`src/rtl/common_types_pkg.sv`:
```
// Shared execute-stage types: divider state encoding, widths and a sign helper.
package common_types_pkg;

  typedef enum logic [1:0] {DIV_IDLE, DIV_RUN, DIV_FIX} div_state_t;

  localparam int unsigned DIV_ITERS = 32;
  localparam int unsigned DIV_W     = 32;
  localparam int unsigned DIV_CNT_W = $clog2(DIV_ITERS);

  // Two's-complement negate x when c is set.
  function automatic logic [DIV_W-1:0] neg_if(input logic c, input logic [DIV_W-1:0] x);
    return c ? (~x + DIV_W'(1)) : x;
  endfunction

endpackage

```
`src/rtl/divider.sv`:
```
// Sequential radix-2 restoring divider for RV32M DIV/DIVU/REM/REMU.
// One quotient bit per cycle on magnitudes; signs are applied in a final fix-up cycle.
module divider
  import common_types_pkg::*;
(
  input  logic             clk,
  input  logic             nrst,
  input  logic             en,
  input  logic             flush,
  input  logic [DIV_W-1:0] dividend,
  input  logic [DIV_W-1:0] divisor,
  input  logic             is_signed,
  output logic [DIV_W-1:0] quotient,
  output logic [DIV_W-1:0] remainder,
  output logic             ready
);

  div_state_t           state_q, state_d;
  logic [DIV_CNT_W-1:0] cnt_q, cnt_d;
  logic [DIV_W:0]       rem_q, rem_d;
  logic [DIV_W-1:0]     quo_q, quo_d;
  logic [DIV_W-1:0]     bmag_q, bmag_d;
  logic                 neg_quo_q, neg_quo_d;
  logic                 neg_rem_q, neg_rem_d;
  logic [DIV_W-1:0]     quotient_q, quotient_d;
  logic [DIV_W-1:0]     remainder_q, remainder_d;
  logic                 ready_q, ready_d;

  logic                 a_neg, b_neg, overflow;
  logic [DIV_W:0]       shifted, trial;

  // Next-state, datapath step and output update.
  always_comb begin
    state_d     = state_q;
    cnt_d       = cnt_q;
    rem_d       = rem_q;
    quo_d       = quo_q;
    bmag_d      = bmag_q;
    neg_quo_d   = neg_quo_q;
    neg_rem_d   = neg_rem_q;
    quotient_d  = quotient_q;
    remainder_d = remainder_q;

    a_neg    = is_signed & dividend[DIV_W-1];
    b_neg    = is_signed & divisor[DIV_W-1];
    overflow = is_signed && (dividend == {1'b1, {(DIV_W-1){1'b0}}}) && (divisor == '1);
    shifted  = {rem_q[DIV_W-1:0], quo_q[DIV_W-1]};
    trial    = shifted - {1'b0, bmag_q};

    unique case (state_q)
      DIV_IDLE: begin
        if (en && !flush) begin
          neg_quo_d = a_neg ^ b_neg;
          neg_rem_d = a_neg;
          bmag_d    = neg_if(b_neg, divisor);
          cnt_d     = DIV_CNT_W'(DIV_ITERS - 1);
          if (divisor == '0) begin
            quo_d     = '1;
            rem_d     = {1'b0, dividend};
            neg_quo_d = 1'b0;
            neg_rem_d = 1'b0;
            state_d   = DIV_FIX;
          end else if (overflow) begin
            quo_d     = dividend;
            rem_d     = '0;
            neg_quo_d = 1'b0;
            neg_rem_d = 1'b0;
            state_d   = DIV_FIX;
          end else begin
            quo_d   = neg_if(a_neg, dividend);
            rem_d   = '0;
            state_d = DIV_RUN;
          end
        end
      end
      DIV_RUN: begin
        if (flush) begin
          state_d = DIV_IDLE;
        end else begin
          // Restore by keeping the shifted value when the trial subtract borrows.
          quo_d = {quo_q[DIV_W-2:0], ~trial[DIV_W]};
          rem_d = trial[DIV_W] ? shifted : trial;
          cnt_d = cnt_q - DIV_CNT_W'(1);
          if (cnt_q == '0) state_d = DIV_FIX;
        end
      end
      DIV_FIX: begin
        state_d = DIV_IDLE;
        if (!flush) begin
          quotient_d  = neg_if(neg_quo_q, quo_q);
          remainder_d = neg_if(neg_rem_q, rem_q[DIV_W-1:0]);
        end
      end
      default: state_d = DIV_IDLE;
    endcase

    ready_d = (state_d == DIV_IDLE);
  end

  always_ff @(posedge clk or negedge nrst) begin
    if (!nrst) begin
      state_q     <= DIV_IDLE;
      cnt_q       <= '0;
      rem_q       <= '0;
      quo_q       <= '0;
      bmag_q      <= '0;
      neg_quo_q   <= 1'b0;
      neg_rem_q   <= 1'b0;
      quotient_q  <= '0;
      remainder_q <= '0;
      ready_q     <= 1'b1;
    end else begin
      state_q     <= state_d;
      cnt_q       <= cnt_d;
      rem_q       <= rem_d;
      quo_q       <= quo_d;
      bmag_q      <= bmag_d;
      neg_quo_q   <= neg_quo_d;
      neg_rem_q   <= neg_rem_d;
      quotient_q  <= quotient_d;
      remainder_q <= remainder_d;
      ready_q     <= ready_d;
    end
  end

  assign quotient  = quotient_q;
  assign remainder = remainder_q;
  assign ready     = ready_q;

endmodule

```
`config.mk`:
```
export PLATFORM = sky130hd
export DESIGN_NAME = divider
export DESIGN_NICKNAME = d
export VERILOG_FILES = /design/src/rtl/common_types_pkg.sv /design/src/rtl/divider.sv
export SDC_FILE = /design/constraint.sdc
export NUM_CORES = 1
export LEC_CHECK = 0
export ABC_AREA = 1
export CAP_MARGIN = 0
export CORE_ASPECT_RATIO = 0.5
export CORE_MARGIN = 2
export CORE_UTILIZATION = 35
export DETAILED_ROUTE_END_ITERATION = 7
export GPL_TIMING_DRIVEN = 1
export SETUP_SLACK_MARGIN = 0.02
export SLEW_MARGIN = 30
export SYNTH_ARGS = -nofsm -noshare
export SYNTH_HDL_FRONTEND = slang
export SYNTH_SLANG_ARGS = --single-unit
```
`constraint.sdc`:
```
create_clock -name clk -period 4.3 [get_ports clk]
set_input_delay 0.645 -clock clk [delete_from_list [all_inputs] [get_ports clk]]
set_output_delay 0.645 -clock clk [all_outputs]
set_load 0.01 [all_outputs]
```
==> results of run 1 <==
## cell families after synthesis
logic type,synth area share [%]
compound gates,14.4
xor+xnor,6.47
simple gates,33.1
fa+ha+maj,3.78
flops,32.4
buf+inv,9.82
## final timing paths
path,start,slack (ns),endpoint,cells after the start
worst min-delay path,nrst,0.31,rem_q[8],1
worst min register to register,remainder[21],0.48,remainder[21],2
max in group asynchronous,nrst,2.99,quotient[30],2
min in group clk,remainder[21],0.48,remainder[21],2
worst max-delay path,bmag_q[0],1.03,rem_q[18],16
worst max register to register,bmag_q[0],1.03,rem_q[18],16
## synth_stat cells (25+ instances only)
| cell | count |
|---|---|
| nand2_1 | 535 |
| inv_1 | 245 |
| nor2_1 | 188 |
| nand3_1 | 170 |
| dfrtp_1 | 169 |
| o21ai_0 | 138 |
| a21oi_1 | 79 |
| xor2_1 | 77 |
| clkbuf_1 | 47 |
| ha_1 | 38 |
| nand4_1 | 35 |
| nor3_1 | 29 |
| o21ai_1 | 28 |
| o211ai_1 | 25 |
## layout by cell type, fill, tap and decap left out, types with 4 or more instances in the layout
cell type          n
nor3_1            29
nor3_2             7
inv_1            243
nand2_2           10
a21oi_1           79
ha_1              38
o32ai_1            7
o31ai_1            9
nor2_1           187
nand4_1           35
xor2_1            77
o21bai_1          11
o22ai_1           14
clkbuf_16         17
o211ai_1          25
clkdlybuf4s50_1  132
nor2_2             8
o21ai_0          138
buf_4             19
dfrtp_1          169
xnor2_1           20
nand3_1          169
inv_2             15
a31oi_1           14
nand2_1          535
a21o_1             4
nand3b_1           6
o21ai_1           28
nor4_1            15
## sequential cells by signal, indices dropped and copies added, names as in the netlist
signal     count
quotient      32
rem_q         32
cnt_q          5
neg_rem_q      1
ready          1
bmag_q        32
state_q        2
quo_q         32
neg_quo_q      1
remainder     32
## power by group through the flow
stage,registers [mW],logic (mW),clock network [mW]
4_1_cts,2.30,4.38,1.57
3_3_place_gp,2.33,4.34,0
2_1_floorplan,2.14,3.22,0
3_5_place_dp,2.33,4.36,0
6_report,2.33,4.44,1.54
5_1_grt,2.36,4.97,1.63
## layout make-up
type / count / area [um2]
fill: 3954 / 21700
timing repair buffer: 152 / 1480
clock inverter: 11 / 111
clock buffer: 19 / 453
inverter: 260 / 976
multi-input combinational: 1486 / 7600
sequential: 170 / 4260
tap: 494 / 618
## through the flow
step	area, um2	util [%]	worst slack [ns]	power (mW)
2_1_floorplan	13100	-	2.03	5.36
3_3_place_gp	14900	40.2	0.769	6.66
3_5_place_dp	14900	40.2	0.821	6.69
4_1_cts	15500	41.7	1.10	8.25
5_1_grt	15500	41.7	0.809	8.96
6_report	15500	41.7	1.03	8.30
## worst max-delay path: stages (launching register included)
cell     delay [ns]
dfrtp_1        0.48
ha_1           0.25
fa_1           0.40
inv_1          0.07
nand3_1        0.06
nand2_1        0.17
nand2_1        0.07
nand2_1        0.15
nand2_1        0.08
nand2_2        0.11
nand2_2        0.11
nand2_2        0.09
nand2_1        0.07
nand2_2        0.51
nand3_1        0.29
nand3_1        0.13
nand3_1        0.08
## metal layers
| layer | GRT usage [%] | part of all wire, % |
|---|---|---|
| met1 | 34.8 | 46 |
| met2 | 37.9 | 44 |
| met3 | 4.66 | 7.2 |
| met4 | 8.42 | 2.8 |
| met5 | 0 | 0.027 |
==> impl_metrics.csv, run 1 <==
group,metric,value,unit
yosys,yosysWarnings,0,
power,p_leak,7.34,nW
yosys,avgSynthCellArea,6.61,um2
worst_setup_path,path_max_fanout,31,
drt,wire_per_inst,18.7,um
sta,fin_skew,0.0133,ns
sta,finalSetupViolCount,0,
sta,relSlewSlack,41.7,%
die,die_x,278,um
worst_setup_path,critPathLaunchType,"flop",
run,drv_cap,0,
yosys,yosys-top-cells-area,"dfrtp_1 (32%), nand2_1 (15%), inv_1 (7.0%)",
drt,drtIter0Drc,1292,
worst_setup_path,crit_path_end_kind,"flop",
sta,drv_slew,0,
run_status,outcome,"finished clean",
sta,hold_viol,0,
power,p_int,4.17,mW
finish,final_layout_size_suffix_gt1_share,4.77,%
clock_network,clock_latency,0.45,ns
sta,hold_slack,0.312,ns
clock_network,cts_setup_buffers,0,
grt,grt_pass1_vias,12500,
power,p_clk_share,18.5,%
clock_network,clk_pin_slew_worst_paths,0.07,ns
clock_network,cts_hold_buffers,0,
min_path,hold_class,"in2async",
finish,syn_to_final_growth,18.0,%
clock_network,cts_buffers,17,
sta,fin_crit,3.27,ns
grt,grt_overflow,0,
power,seqPwrFrac,28.0,%
sta,timing.final.crit_share,76.0,%
drt,post-route-drc-count,0,
power,power_switching_share,49.8,%
place,io_buffers,133,
yosys,synth_top_cell_by_area,"dfrtp_1",
yosys,yosys.cell_types.count,47,
power,p_sw,4.13,mW
drt,drt_wl_total,48.4,mm
grt,grt_max_degree,98,
die,rows,50,
clock_network,root_buffer,"clkbuf_16",
drt,firstDrtPassIters,5,
drt,num_vias,13600,
yosys,synth-main-ff-cell,"dfrtp_1",
clock_network,htree_num_levels,4,
finish,insertedDiodeCount,0,
yosys,syn_inst,1986,
worst_setup_path,critPathArrivalTime,3.59,ns
die,die_h,141,um
yosys,synth_top_area_share,32.2,%
clock_network,max-clock-path-buffers,2,
clock_network,cts_tree,"done",
yosys,synthArstFlopShare,100,%
power,p_comb_share,53.4,%
sta,tightest_slew,0.873,ns
sta,rsz0062_at_grt,"false",
yosys,ys_seq_area_share,32.4,%
grt,grt_pass1_wl,74.1,mm
power,vdd_drop_max,0.324,mV
die,dieArea,39200,um2
power,powerDensity,536,nW/um2
yosys,synth_edf_count,0,
drt,vias_per_cell,5.24,
grt,track_usage,24.7,%
yosys,synth_area,13100,um2
clock_network,cts_num_sinks,170,
yosys,synth_fp_nets,2094,
die,design.core.area,37200,um2
sta,max_freq,306,MHz
place,place_hpwl,38.2,mm
grt,antenna_found_initial,1,
worst_setup_path,crit_type,"reg2reg",
place,gp_congestion,0.993,
sta,finalSetupTns,0,ns
clock_network,cts-resized-gates,0,
yosys,ys_ff_latch,170,
die,ioPinCount,134,
worst_setup_path,required,4.63,ns
finish,nets,2195,
drt,ant_nets,0,
place,place_inst,2562,
finish,layout.cells.non_filler,2592,
die,start_util,35.3,%
No activity file was read; power rests on OpenSTA's default activity.
==> inputs of run 2 (changes only) <==
clock period = 2.88 ns   (was 4.3 ns; I/O delays follow)
==> run 2 against run 1 <==
Fmax grew 25%. Final area grew 3.8%. Non-clock buffer count grew 58. Critical endpoint is now rem_q[22]. Via count grew 2.1%. Power grew 56%. Critical path depth shrank 4. Cell count grew 2.4%. Largest cell class unchanged. Largest power group unchanged. Sequential share of layout area shrank 1.0 points.
==> impl_metrics.csv, run 2 (synthesized netlist as in run 1, its figures left out) <==
group,metric,value,unit
worst_setup_path,critPathTopFamily,"simple AND/OR/NAND/NOR gates",
power,vdd_drop_max,0.522,mV
worst_setup_path,critPathArrivalTime,2.94,ns
die,ioPinCount,134,
clock_network,clock_latency,0.46,ns
grt,grt_pass1_wl,75.3,mm
sta,timing.final.crit_share,90.6,%
min_path,min_from,"bmag_q[18]",
worst_setup_path,cp.buffers_inverters,1,
worst_setup_path,rrSetupSlack,0.27,ns
min_path,worstHoldPathCells,2,
worst_setup_path,endpoint,"rem_q[22]",
drt,num_vias,13900,
drt,wire_per_inst,18.6,um
sta,finalWorstSetupSlack,0.270,ns
finish,nets,2253,
clock_network,cts_tree,"done",
drt,ant_nets,0,
worst_setup_path,critPathLaunchType,"flop",
worst_setup_path,path_cells,"ha_1, a21oi_1, nand2_1, nand2_1, nand2_1, a21oi_2, nand3_1, nand2_2, buf_4, nand3_1, o211ai_1, nand2_1",
worst_setup_path,slowest_delay,0.48,ns
sta,rsz0062_at_grt,"false",
clock_network,htree_num_levels,4,
clock_network,max-clock-path-buffers,2,
finish,final_layout_size_suffix_gt1_share,7.32,%
worst_setup_path,crit_type,"reg2reg",
die,die_x,278,um
place,gp_congestion,0.970,
sta,drv_slew,0,
clock_network,clk_pin_slew_worst_paths,0.07,ns
clock_network,cts_num_sinks,170,
drt,post-route-drc-count,0,
sta,fin_skew,0.0220,ns
grt,grt_max_degree,98,
worst_setup_path,path_depth,12,
place,place_hpwl,39.5,mm
finish,syn_to_final_growth,22.5,%
place,io_buffers,133,
sta,relSlewSlack,57.8,%
sta,max_freq,383,MHz
worst_setup_path,crit_path_end_kind,"flop",
worst_setup_path,crit_top_cell,"nand2_1",
grt,antenna_found_initial,3,
clock_network,cts_setup_buffers,0,
clock_network,cts_buffers,17,
run,drv_cap,0,
finish,final_cell_mix,"nand2_1 (534), inv_1 (244), nor2_1 (187), nand3_1 (169), dfrtp_1 (169)",
run_status,outcome,"finished clean",
worst_setup_path,required,3.21,ns
drt,drt_wl_total,49.4,mm
power,powerDensity,806,nW/um2
finish,fillers,3931,
power,p_leak,7.68,nW
grt,grt_overflow,0,
finish,final_util,43.3,%
die,start_util,35.3,%
die,rows,50,
worst_setup_path,critical-path-slowest-cell,"dfrtp_1",
sta,tightest_slew,0.628,ns
grt,grt_pass1_vias,12600,
place,dpl_worst_slack,-0.107,ns
worst_setup_path,path_max_fanout,9,
sta,hold_viol,0,
die,design.core.area,37200,um2
worst_setup_path,r2r_end,"rem_q[22]",
min_path,hold_class,"reg2reg",
sta,fin_crit,2.61,ns
finish,layout_commonest_cell,"nand2_1",
worst_setup_path,r2r-start,"rem_q[18]",
drt,drtIter0Drc,1413,
drt,firstDrtPassIters,6,
drt,vias_per_cell,5.23,
grt,track_usage,25.1,%
die,die_h,141,um
clock_network,root_buffer,"clkbuf_16",
sta,finalSetupViolCount,0,
worst_setup_path,reg2reg_depth,12,
die,dieArea,39200,um2
worst_setup_path,critPathLaunch,"rem_q[18]",
## run 2: layout make-up
class	instances	area [um2]	share of cell area, %
Antenna cell	1	2.50	0.0156
Tap cell	494	618	3.84
Inverter	260	976	6.07
Multi-Input combinational cell	1486	7600	47.3
Clock buffer	20	457	2.84
Clock inverter	12	106	0.661
Sequential cell	170	4260	26.5
Timing Repair Buffer	210	2060	12.8
## run 2: through the flow
| stage | hold WS [ns] | std cells | setup TNS [ns] | power (mW) | cell area (um2) |
|---|---|---|---|---|---|
| detailed placement | 0.456 | 2619 | -0.120 | 10.5 | 15500 |
| CTS | 0.489 | 2652 | 0 | 12.8 | 16100 |
| floorplan | 0.136 | 1986 | 0 | 8.00 | 13100 |
| global placement | 0.454 | 2619 | -0.233 | 10.5 | 15500 |
| global route | 0.502 | 2652 | 0 | 13.9 | 16100 |
| finish | 0.486 | 2653 | 0 | 13.0 | 16100 |
## run 2: routing by layer
layer  routed length, um  up-vias  GRT usage [%]
li1                    -     6808              -
met1               23000     6544           36.4
met2               21900      470           38.9
met3                3450       55           3.93
met4                1050        2           6.60
met5                   9        -              0
## run 2: how the worst min path moves through the flow
stage | endpoint
floorplan | bmag_q[0]
global placement | bmag_q[26]
detailed placement | bmag_q[26]
CTS | bmag_q[18]
global route | quotient[26]
finish | bmag_q[18]
## run 2: report_power, final
group          internal, mW  switching, mW
Sequential             2.83          0.621
Clock                  1.18           1.11
Combinational          2.51           4.71
## run 2: timing repair
action                                 CTS  global route
setup endpoints to repair                0            13
hold buffers                             1             0
endpoints found under the hold margin   51             0
gates resized for setup                  0             2
## run 2: tightest hold or removal path, delay by kind of cell, from the launching register on
kind	cells	cell delay (ns)
compound gates	1	0.06
flops	1	0.34
simple gates	1	0.05
==> inputs of run 3 (changes only) <==
GPL_TIMING_DRIVEN = 0   (was 1)
==> run 3 against run 2 <==
Routed wire length is 6.6% higher. Sequential power hardly changed. Clock-buffer cell count is 3 lower. Power is 1.5% lower. Clock skew is 0.0027 ns higher. Critical endpoint is now rem_q[31]. Highest routed layer is now met4.
==> impl_metrics.csv, run 3 (synthesized netlist as in run 1, its figures left out) <==
group,metric,value,unit
sta,fin_skew,0.0247,ns
die,dieArea,39200,um2
place,place_inst,2614,
grt,antenna_found_initial,0,
sta,relSlewSlack,46.9,%
grt,grt_pass1_vias,12900,
finish,final_layout_size_suffix_gt1_share,5.16,%
clock_network,max-clock-path-buffers,2,
die,start_util,35.3,%
grt,grt_max_degree,81,
finish,layout.cells.non_filler,2647,
sta,finalSetupViolCount,0,
finish,final_cell_mix,"nand2_1 (533), inv_1 (244), nor2_1 (185), nand3_1 (169), dfrtp_1 (169)",
worst_setup_path,critPathLaunchType,"flop",
clock_network,root_buffer,"clkbuf_16",
clock_network,cts_buffers,17,
clock_network,clock_latency,0.47,ns
power,total_power,12.8,mW
drt,num_vias,13900,
clock_network,htree_num_levels,4,
worst_setup_path,critPathArrivalTime,3.03,ns
drt,wire_per_inst,19.9,um
drt,ant_nets,0,
sta,tightest_slew,0.796,ns
sta,drv_slew,0,
die,die_x,278,um
sta,finalWorstSetupSlack,0.183,ns
power,vdd_drop_max,0.494,mV
clock_network,cts_num_sinks,170,
grt,grt_overflow,0,
place,place_hpwl,43.3,mm
die,design.core.area,37200,um2
sta,hold_viol,0,
grt,track_usage,26.8,%
worst_setup_path,slowest_delay,0.50,ns
run,drv_cap,0,
worst_setup_path,crit_path_end_kind,"flop",
clock_network,cts_setup_buffers,0,
place,dpl_worst_slack,-0.203,ns
finish,nets,2248,
clock_network,clk_pin_slew_worst_paths,0.08,ns
power,powerDensity,810,nW/um2
drt,drt_wl_total,52.7,mm
sta,max_freq,371,MHz
sta,timing.final.crit_share,93.7,%
die,rows,50,
drt,post-route-drc-count,0,
die,ioPinCount,134,
min_path,hold_class,"in2async",
clock_network,cts_tree,"done",
drt,firstDrtPassIters,7,
sta,fin_crit,2.70,ns
worst_setup_path,path_cells,"nor2_4, inv_1, nor2_2, nor2_1, inv_1, clkbuf_1, o21ai_0, nor2_1, nor2_1",
run_status,outcome,"finished clean",
drt,drtIter0Drc,1466,
worst_setup_path,critical-path-slowest-cell,"clkbuf_1",
sta,rsz0062_at_grt,"true",
finish,insertedDiodeCount,0,
place,gp_congestion,1.00,
worst_setup_path,crit_type,"reg2reg",
worst_setup_path,path_max_fanout,10,
worst_setup_path,required,3.21,ns
finish,syn_to_final_growth,20.1,%
worst_setup_path,crit_top_cell,"nor2_1",
finish,layout_commonest_cell,"nand2_1",
place,io_buffers,132,
drt,vias_per_cell,5.24,
die,die_h,141,um
power,p_leak,7.44,nW
grt,grt_pass1_wl,79.2,mm
## run 3: cell count changes in the layout (fill, tap and decap cells not counted), moves of 3 or more
cell / previous run / this run
buf_4: 64 / 2
clkbuf_1: 1 / 46
buf_12: 12 / 0
buf_2: 0 / 12
buf_6: 1 / 5
buf_1: 0 / 3
## run 3: layout make-up
cell class	count	area [um2]
timing repair buffer	135	1390
fill	4031	21400
inverter	260	976
clock buffer	17	425
clock inverter	15	151
buffer	70	335
sequential	170	4260
tap	494	618
multi-input combinational	1486	7610
## run 3: where the power goes
group	internal [mW]	switching (mW)
Clock	1.15	1.16
Sequential	2.83	0.629
Combinational	2.34	4.66
Total	6.32	6.45
## run 3: path summary, 6_finish.rpt
kind / startpoint / endpoint / slack, ns / cells past startpoint
worst max-delay path: state_q[1] / rem_q[31] / 0.18 / 9
min in group clk: is_signed / bmag_q[31] / 0.45 / 4
worst max register to register: state_q[1] / rem_q[31] / 0.18 / 9
worst min-delay path: nrst / rem_q[11] / 0.42 / 2
max in group asynchronous: nrst / quo_q[18] / 1.77 / 3
worst min register to register: quotient[3] / quotient[3] / 0.48 / 2
## run 3: per-stage QoR
| stage | cell area, um2 | setup TNS, ns | hold WS, ns | utilization (%) |
|---|---|---|---|---|
| 2_1_floorplan | 13100 | 0 | 0.136 | - |
| 3_3_place_gp | 15100 | -1031.31 | 0.466 | 40.5 |
| 3_5_place_dp | 15100 | -1.44 | 0.306 | 40.7 |
| 4_1_cts | 15700 | 0 | 0.411 | 42.3 |
| 5_1_grt | 15800 | 0 | 0.422 | 42.4 |
| 6_report | 15800 | 0 | 0.416 | 42.4 |
## run 3: critical path, delay by kind of cell (launching register included)
kind / cells / cell delay [ns]
buf+inv: 3 / 0.85
compound gates: 1 / 0.26
flops: 1 / 0.42
simple gates: 5 / 1.06
## run 3: per-layer routing
metal  up-vias  GRT usage [%]  wire length (um)  share of wire, %
met5         -              0                 0                 0
met1      6508           38.6             24800                47
li1       6821              -                 -                 -
met2       476           41.8             23000                44
met3        53           4.38              3710               7.0
met4         0           6.94              1150               2.2
## run 3: timing repair
action | 4_1_cts | 5_1_grt
setup endpoints to repair | 12 | 34
gates resized for setup | 5 | 13
gates cloned | 0 | 0
hold buffers | 1 | 0
endpoints found under the hold margin | 23 | 0
pin swaps | 0 | 0
